===== src/rtl/spi_reg_write_ctrl.sv =====
// SPI slave that turns one 16-bit frame per chip-select into either a
// register readback on miso or a setup/latch write strobe on latch_en.
module spi_reg_write_ctrl #(
    parameter int         NUM_REGS     = 16,
    parameter int         LATCH_CYCLES = 2,
    parameter logic [7:0] RESET_DATA   = 8'h00
) (
    input  logic                  clk,
    input  logic                  rst,
    inout  wire                   DVDD,
    inout  wire                   DVSS,
    input  logic                  sclk,
    input  logic                  csn,
    input  logic                  mosi,
    output logic                  miso,
    output logic                  miso_oe,
    input  logic [8*NUM_REGS-1:0] reg_rdata,
    output logic [7:0]            wdata,
    output logic [NUM_REGS-1:0]   latch_en,
    output logic                  addr_err
);

    typedef enum logic [2:0] {S_IDLE, S_CMD, S_DATA, S_SETUP, S_LATCH, S_DONE} state_t;

    // Power pins have no logic function; fold them into a sink.
    wire unused_pwr = DVDD ^ DVSS;

    logic sclk_meta_q, sclk_sync_q, sclk_prev_q;
    logic csn_meta_q, csn_sync_q, csn_prev_q;
    logic mosi_meta_q, mosi_sync_q;

    state_t                state_q, state_d;
    logic [4:0]            bit_cnt_q, bit_cnt_d;
    logic [6:0]            shift_q, shift_d;
    logic [7:0]            cmd_q, cmd_d;
    logic [6:0]            tx_q, tx_d;
    logic [3:0]            lat_cnt_q, lat_cnt_d;
    logic [7:0]            wdata_q, wdata_d;
    logic [NUM_REGS-1:0]   latch_en_q, latch_en_d;
    logic                  miso_q, miso_d;
    logic                  miso_oe_q, miso_oe_d;
    logic                  addr_err_q, addr_err_d;

    logic                  sclk_rise, sclk_fall, csn_fall;
    logic [7:0]            rx_byte;
    logic                  rx_in_range;
    logic [NUM_REGS-1:0]   sel_onehot;
    logic [7:0]            rd_byte;

    assign sclk_rise   = sclk_sync_q & ~sclk_prev_q;
    assign sclk_fall   = ~sclk_sync_q & sclk_prev_q;
    assign csn_fall    = csn_prev_q & ~csn_sync_q;
    // Byte as it stands including the bit arriving on this edge.
    assign rx_byte     = {shift_q, mosi_sync_q};
    assign rx_in_range = ({1'b0, rx_byte[6:0]} < 8'(NUM_REGS));

    // Decode the latched command address; out-of-range addresses match nothing and read 0.
    always_comb begin
        sel_onehot = '0;
        rd_byte    = 8'h00;
        for (int i = 0; i < NUM_REGS; i++) begin
            if (cmd_q[6:0] == 7'(i)) begin
                sel_onehot[i] = 1'b1;
                rd_byte       = reg_rdata[8*i +: 8];
            end
        end
    end

    // Synchronize the SPI pins and keep one-cycle history for edge detection.
    always_ff @(posedge clk) begin
        if (rst) begin
            sclk_meta_q <= 1'b0;
            sclk_sync_q <= 1'b0;
            sclk_prev_q <= 1'b0;
            csn_meta_q  <= 1'b1;
            csn_sync_q  <= 1'b1;
            csn_prev_q  <= 1'b1;
            mosi_meta_q <= 1'b0;
            mosi_sync_q <= 1'b0;
        end else begin
            sclk_meta_q <= sclk;
            sclk_sync_q <= sclk_meta_q;
            sclk_prev_q <= sclk_sync_q;
            csn_meta_q  <= csn;
            csn_sync_q  <= csn_meta_q;
            csn_prev_q  <= csn_sync_q;
            mosi_meta_q <= mosi;
            mosi_sync_q <= mosi_meta_q;
        end
    end

    // Frame FSM next state and registered outputs.
    always_comb begin
        state_d    = state_q;
        bit_cnt_d  = bit_cnt_q;
        shift_d    = shift_q;
        cmd_d      = cmd_q;
        tx_d       = tx_q;
        lat_cnt_d  = lat_cnt_q;
        wdata_d    = wdata_q;
        latch_en_d = latch_en_q;
        miso_d     = miso_q;
        miso_oe_d  = miso_oe_q;
        addr_err_d = 1'b0;
        case (state_q)
            S_IDLE: begin
                // A sclk edge coincident with csn falling is deliberately not sampled.
                if (csn_fall) begin
                    state_d   = S_CMD;
                    bit_cnt_d = 5'd0;
                    shift_d   = 7'd0;
                end
            end
            S_CMD: begin
                if (csn_sync_q) begin
                    state_d = S_IDLE;
                end else if (sclk_rise) begin
                    shift_d   = rx_byte[6:0];
                    bit_cnt_d = bit_cnt_q + 5'd1;
                    if (bit_cnt_q == 5'd7) begin
                        cmd_d      = rx_byte;
                        state_d    = S_DATA;
                        addr_err_d = ~rx_in_range;
                    end
                end
            end
            S_DATA: begin
                if (csn_sync_q) begin
                    state_d   = S_IDLE;
                    miso_d    = 1'b0;
                    miso_oe_d = 1'b0;
                end else begin
                    if (sclk_fall && !cmd_q[7]) begin
                        // First falling edge of the data byte captures the readback.
                        if (bit_cnt_q == 5'd8) begin
                            miso_d    = rd_byte[7];
                            tx_d      = rd_byte[6:0];
                            miso_oe_d = 1'b1;
                        end else begin
                            miso_d = tx_q[6];
                            tx_d   = {tx_q[5:0], 1'b0};
                        end
                    end
                    if (sclk_rise) begin
                        shift_d   = rx_byte[6:0];
                        bit_cnt_d = bit_cnt_q + 5'd1;
                        if (bit_cnt_q == 5'd15) begin
                            miso_d    = 1'b0;
                            miso_oe_d = 1'b0;
                            if (cmd_q[7] && (|sel_onehot)) begin
                                state_d = S_SETUP;
                                wdata_d = rx_byte;
                            end else begin
                                state_d = S_DONE;
                            end
                        end
                    end
                end
            end
            S_SETUP: begin
                // wdata has been stable for one cycle; open the strobe.
                state_d    = S_LATCH;
                latch_en_d = sel_onehot;
                lat_cnt_d  = 4'd1;
            end
            S_LATCH: begin
                // csn is ignored here so the strobe is never truncated.
                if (lat_cnt_q == 4'(LATCH_CYCLES)) begin
                    latch_en_d = '0;
                    state_d    = S_DONE;
                end else begin
                    lat_cnt_d = lat_cnt_q + 4'd1;
                end
            end
            S_DONE: begin
                // Extra bits in the same csn window are dropped here.
                if (csn_sync_q) state_d = S_IDLE;
            end
            default: state_d = S_IDLE;
        endcase
    end

    // FSM state and output registers.
    always_ff @(posedge clk) begin
        if (rst) begin
            state_q    <= S_IDLE;
            bit_cnt_q  <= 5'd0;
            shift_q    <= 7'd0;
            cmd_q      <= 8'd0;
            tx_q       <= 7'd0;
            lat_cnt_q  <= 4'd0;
            wdata_q    <= RESET_DATA;
            latch_en_q <= '0;
            miso_q     <= 1'b0;
            miso_oe_q  <= 1'b0;
            addr_err_q <= 1'b0;
        end else begin
            state_q    <= state_d;
            bit_cnt_q  <= bit_cnt_d;
            shift_q    <= shift_d;
            cmd_q      <= cmd_d;
            tx_q       <= tx_d;
            lat_cnt_q  <= lat_cnt_d;
            wdata_q    <= wdata_d;
            latch_en_q <= latch_en_d;
            miso_q     <= miso_d;
            miso_oe_q  <= miso_oe_d;
            addr_err_q <= addr_err_d;
        end
    end

    assign miso     = miso_q;
    assign miso_oe  = miso_oe_q;
    assign wdata    = wdata_q;
    assign latch_en = latch_en_q;
    assign addr_err = addr_err_q;

endmodule


===== config.mk =====
export PLATFORM = sky130hd
export DESIGN_NAME = spi_reg_write_ctrl
export DESIGN_NICKNAME = d
export VERILOG_FILES = /design/src/rtl/spi_reg_write_ctrl.sv
export SDC_FILE = /design/constraint.sdc
export NUM_CORES = 1
export LEC_CHECK = 0
export BUFFER_PORTS_ARGS = -buffer_cell sky130_fd_sc_hd__buf_2
export CAP_MARGIN = 20
export CORE_UTILIZATION = 40
export DETAILED_ROUTE_END_ITERATION = 10
export PLACE_DENSITY = 0.74
export SLEW_MARGIN = 20
export SYNTH_ARGS = -nofsm -noshare
export SYNTH_HDL_FRONTEND = slang
export SYNTH_SLANG_ARGS = --single-unit
export TNS_END_PERCENT = 10

===== constraint.sdc =====
create_clock -name clk -period 2.28 [get_ports clk]
set_input_delay 0.342 -clock clk [delete_from_list [all_inputs] [get_ports clk]]
set_output_delay 0.342 -clock clk [all_outputs]
set_load 0.01 [all_outputs]

Yosys cells after proc, flatten, opt, wreduce, memory -nomap -nowiden

Cells that the tools add are included.

Output and inout port bits: 29
Register bits after elaboration: 69
Input bits: 133

$add $sub $neg: 2
Muxes and demuxes: 66
Eq/ne operators: 34
Order comparisons: 1
Bitwise operators: 10
Reduce and logical (&&, ||, !) cells: 17

Operators by type and width:

| operator                                                                      | count |
|---|---|
| 8-bit two-way mux                                                             | 16 |
| 7-bit by 4-bit == test with 1-bit output (second input constant)              | 8 |
| 16-bit one-hot mux with 2 select lines                                        | 1 |
| 3-bit two-way mux                                                             | 10 |
| 7-bit by 3-bit == test with 1-bit output (second input constant)              | 4 |
| 7-bit two-way mux                                                             | 4 |
| 1-bit two-way mux                                                             | 26 |
| 3-bit one-hot mux with 6 select lines                                         | 1 |
| 16-bit two-way mux                                                            | 1 |
| 16-bit OR reduction                                                           | 1 |
| 5-bit two-way mux                                                             | 3 |
| 7-bit by 2-bit == test with 1-bit output (second input constant)              | 2 |
| 7-bit one-hot mux with 2 select lines                                         | 1 |
| 3-bit inequality test (second input constant)                                 | 4 |
| 5-bit by 4-bit == test with 1-bit output (second input constant)              | 2 |
| 2-bit inequality test (second input constant)                                 | 5 |
| 5-bit one-hot mux with 2 select lines                                         | 1 |
| 4-bit one-hot mux with 2 select lines                                         | 1 |
| 4-bit AND reduction                                                           | 2 |
| 7-bit by 1-bit == test with 1-bit output (second input constant)              | 1 |
| 7-bit zero test                                                               | 1 |
| 7-bit by 5-bit less-than comparator with 1-bit output (second input constant) | 1 |
| 1-bit NOT                                                                     | 7 |
| 7-bit AND reduction                                                           | 1 |
| other kinds (19)                                                              | 26 |

Longest topological paths before layout

Word-level depth: 22
Depth in mapped cells: 9

Least setup slack after synthesis

OpenSTA, ideal clock, no wires.

Path kind: register to register
From: register bit_cnt_q[0]
To: register state_q[1]
Arrival time: 1.794 ns
Required time: 2.152 ns
Slack: 0.358 ns
Cell stages (with the launch flop): 9
Period minus slack after synthesis: 1.922 ns
Cells stage by stage: dfxtp_1 > ha_1 > and3_1 > ha_1 > and3b_1 > or3b_1 > a21o_1 > a31oi_1 > nor2_1

Longest elaborated chain between the ends: 3
Elaborated cells on any way between the ends: 5
Those cells by class: eq/ne: 4; reduce/logical: 1

Ends and longest elaborated chain:

| element                                                                                                     | RTL line | RTL |
|---|---|---|
| start: declaration                                                                                          | 33       | `logic [4:0] bit_cnt_q, bit_cnt_d;` |
| start signal: assignment                                                                                    | 199      | `bit_cnt_q <= bit_cnt_d;` |
| 5-bit by 4-bit == test with 1-bit output / 5-bit by 3-bit == test with 1-bit output (equally long branches) | 147, 120 |  |
| 3-bit inequality test (no line)                                                                             | n/a      |  |
| 7-bit AND reduction (no line) (*)                                                                           | n/a      |  |
| end signal: assignment                                                                                      | 198      | `state_q <= state_d;` |
| end: declaration                                                                                            | 32       | `state_t state_q, state_d;` |

Every way passes the cells marked *; elsewhere a longest branch is shown, timed or not.
A chain may end at the register's enable or synchronous reset.

Worst setup path after layout

Same ends and word-level chain as after synthesis.

==> metrics.md <==
| Metric | Value |
|---|---|
| Status | `finished clean` |
| Synthesized area | `~0.004 sq mm` |
| Floorplan die area | `around 0.011 sq mm` |
| Floorplan die height | `103 microns` |
| CTS H-tree lvls | `3` |
| Top cell type's share of synthesized area | `0.338` |
| DP Area | `0.00517 sq mm` |
| X dimension of the die | `103 microns` |
| Port Buffers | `159` |
| Fin crit period | `2100 ps` |
| Clock transition at the registers of the reported paths | `90 ps` |
| First-pass GRT wire length | `between 20000 and 25000 microns` |
| Proportion of synthesized flip-flops having asynchronous set or reset | `0` |
| Antenna violations before repair | `0` |
| Hold path cells | `2` |
| Minimum setup slack among reg-to-reg paths | `180 ps` |
| Final setup TNS | `0 ps` |
| Synth area leader | `dfxtp_1` |
| Number of hold violations in the final report | `0` |
| Maximum clock skew at final layout | `18.1 ps` |
| Main synth FF type | `dfxtp_1` |
| Flop and latch count out of synthesis | `69` |
| Antenna cell count | `0` |
| Post-synthesis xor/xnor area fraction | `0.00857` |
| Final critical-path share of the clock period | `0.921` |
| Final count of negative-setup-slack endpoints | `0` |
| Capture point of the worst path | `state_q[1]$_SDFFE_PP0P_` |
| Pin slew with the least headroom to its limit | `616 ps` |
| Final non-filler cell total | `771` |
| Endpoints left unconstrained | `2` |
| Grt met3 use | `0.0427` |
| Post-synthesis instance total | `between 400 and 500` |
| Number of buffers on the longest clock path | `2` |
| Pins over their slew limit | `0` |
| Multiplexer share of the synthesized area | `0.174` |
| Worst hold slack | `185 ps` |
| Post-CTS Repair Setup Buffers | `0` |
| Terminus of the critical flop-to-flop path | `state_q[1]$_SDFFE_PP0P_` |
| Share of the yosys chip area belonging to registers | `0.338` |
| Largest fanout of any net on the critical path | `4` |
| Initial drt markers | `181` |
| Top cells by area, synth | `dfxtp_1 (34%), mux2i_1 (10%), nor2_1 (6.2%)` |
| Launch point of the worst path | `bit_cnt_q[0]$_SDFFE_PP0P_` |
| Cell area after layout | `around 0.0054 sq mm` |
| Count of flip-flops with a built-in enable after synthesis | `0` |
| Peak supply drop | `0.261 mV` |
| Worst-Skew Late Latency | `350 ps` |
| Leakage power | `2.28 nW` |
| Clock tree from TritonCTS | `built` |
| Number of CTS-inserted buffers | `9` |
| Syn avg cell area | `just under 9 sq um` |
| Critical setup path kind | `reg2reg` |
| Arithmetic-cell share of the synthesized area counting full adders, half adders and majority gates | `0.0153` |
| Critical Path End Type | `flip-flop` |
| Effective utilization at floorplan | `0.416` |
| Core box area | `0.00982 sq mm` |
| Syn_nets | `601` |
| Weighted congestion at the end of routability-driven global placement | `0.914` |
| Main combinational cell family by area after synthesis | `simple AND/OR/NAND/NOR gates` |
| Gr ovfl total | `0` |
| Post-DP HPWL | `9940 microns` |
| Max Clk Rate | `0.476 GHz` |
| Layout overhead on the synthesized area | `31.4%` |
| Fraction of layout instances using a drive strength above 1 | `0.370` |
| Most used routing layer in global routing | `met2` |
| GR Layer Usage met2 | `0.421` |
| Worst Min Path Start | `csn` |
| Number of placed I/O pins | `162` |
| Count of nets after finishing | `773` |
| Share of synthesized cell area in and, or, nand and nor gates | `0.220` |
| Post-synth cell types | `66` |
| Final routed wire length divided by cell count | `about 17 microns` |
| Startpoint of the lowest-slack register-to-register path | `bit_cnt_q[0]$_SDFFE_PP0P_` |
| Via count of the first global-routing pass | `4110` |
| Vias per cell | `between 5 and 6` |
| Critical path launch point type | `flip-flop` |
| Number of search-and-repair iterations in the first detailed-routing pass | `5` |
| Met1 Resource Use GR | `0.305` |
| Share of the synthesized area in compound gates (AO/OA/AOI/OAI) | `0.203` |
| Root Buffer Master | `clkbuf_8` |
| Max cap viols | `0` |
| Worst path arrival time | `2300 ps` |
| Clock Sinks | `69` |
| RSZ-0062 raised after global routing | `false` |
| Worst R2R Path Depth | `8` |
| Count of nets left with antenna violations after detail routing | `0` |
| Number of rows created at floorplan | `36` |
| Type of the most critical hold path | `in2reg` |
| Remaining DRCs | `0` |
| Power density relative to cell area | `between 400 and 500 mW/mm^2` |
| Required time reported for the critical path endpoint | `2480 ps` |
| Vias | `4293` |
| Instance count after placement with tap cells included | `755` |
| Pin count of the biggest net entering global routing | `35` |
| Sum of routed wire length over all layers | `12900 microns` |
| Yosys warns | `0` |
| GRT Total Usage | `0.245` |
| Max-Slew Margin vs Limit | `0.584` |
==> layout by cell type (no fill, tap or decap), types with 4 or more instances in the layout <==
cell      instances
o22ai_1           6
a22oi_1          28
clkbuf_8          9
a31oi_1           4
nand3_1          12
buf_2           159
inv_1             8
or3_1             4
nor2_1           68
o21ai_0          18
mux2i_1          42
nor3_1           16
nor2b_1          11
mux2_2            6
a21oi_1          25
mux4_2           10
a211oi_1          4
nand2_1          14
dfxtp_1          68
buf_4            31
ha_1              5
nand3b_1          5
==> where the power goes <==
group	internal (mW)	switching [mW]	leakage (nW)	total, mW
logic	0.140	0.113	1.62	0.252
clock network	0.516	0.511	0.0971	1.03
registers	1.21	0.0153	0.558	1.23
==> through the flow <==
step / setup slack [ps] / power, mW / util
floorplan: 358 / 1.36 / -
finish: 180 / 2.51 / 0.547
global route: 28.3 / 2.62 / 0.547
detailed placement: 211 / 1.51 / 0.527
global placement: 258 / 1.50 / 0.527
CTS: 188 / 2.53 / 0.547
==> state kept, by name, indices dropped and copies added, names as in the netlist, 3 cells and up <==
name       cells
bit_cnt_q      5
wdata          8
tx_q           7
state_q        3
lat_cnt_q      4
cmd_q          8
latch_en      16
shift_q        7
==> per-layer routing <==
metal	share of wire	up-vias
met1	0.43	2003
met4	0.026	0
met2	0.49	175
met3	0.060	31
li1	-	2084
met5	0	-
==> cells by family (layout without fill, tap and decap cells) <==
| kind of cell | after synthesis | in the layout |
|---|---|---|
| and+or+nand+nor | 165 | 165 |
| AOI/OAI and AO/OA | 121 | 121 |
| DFF | 69 | 69 |
| muxes | 58 | 58 |
| buffers and inverters | 39 | 216 |
| adders and majority gates | 5 | 5 |
| xor gates and xnor gates | 4 | 4 |
==> cell type report <==
type,count,area [sq um]
clock buffers,10,128
inverters,9,33.8
flip-flops and latches,69,1380
multi-input cells,353,2540
repair buffers,191,1050
well taps,133,166
clock inverters,6,72.6
fillers,934,4450
==> worst min path at each step <==
stage,to,slack [ps]
4_1_cts,csn_meta_q$_SDFF_PP1_,170
2_1_floorplan,csn_sync_q$_SDFF_PP1_,390
6_report,csn_meta_q$_SDFF_PP1_,180
5_1_grt,csn_meta_q$_SDFF_PP1_,180
3_5_place_dp,csn_sync_q$_SDFF_PP1_,400
3_3_place_gp,csn_sync_q$_SDFF_PP1_,390
==> critical path, cell delays in order, from the launching register on <==
cell	delay [ps]
dfxtp_1	350
ha_1	230
and3_1	180
ha_1	170
and3b_1	220
or3b_1	380
a21o_1	200
a31oi_1	160
nor2_1	50
==> what timing repair did <==
item                       in CTS  in global routing
hold buffers                    0                  0
gates resized for setup         0                  1
setup endpoints to repair       0                  6
==> synthesized netlist by cell type, types with 4 or more instances <==
cell and count:
a21oi_1 25, o22ai_1 6, dfxtp_1 69, o21ai_0 18, buf_2 10, nor2b_1 11, inv_1 8, a22oi_1 28
nand3b_1 5, nor3_1 16, nand2_1 14, a211oi_1 4, nor2_1 68, mux2_2 6, a31oi_1 4, ha_1 5
nand3_1 12, mux2i_1 42, or3_1 4, clkbuf_1 18, mux4_2 10
(Power assumes the default switching activity.)
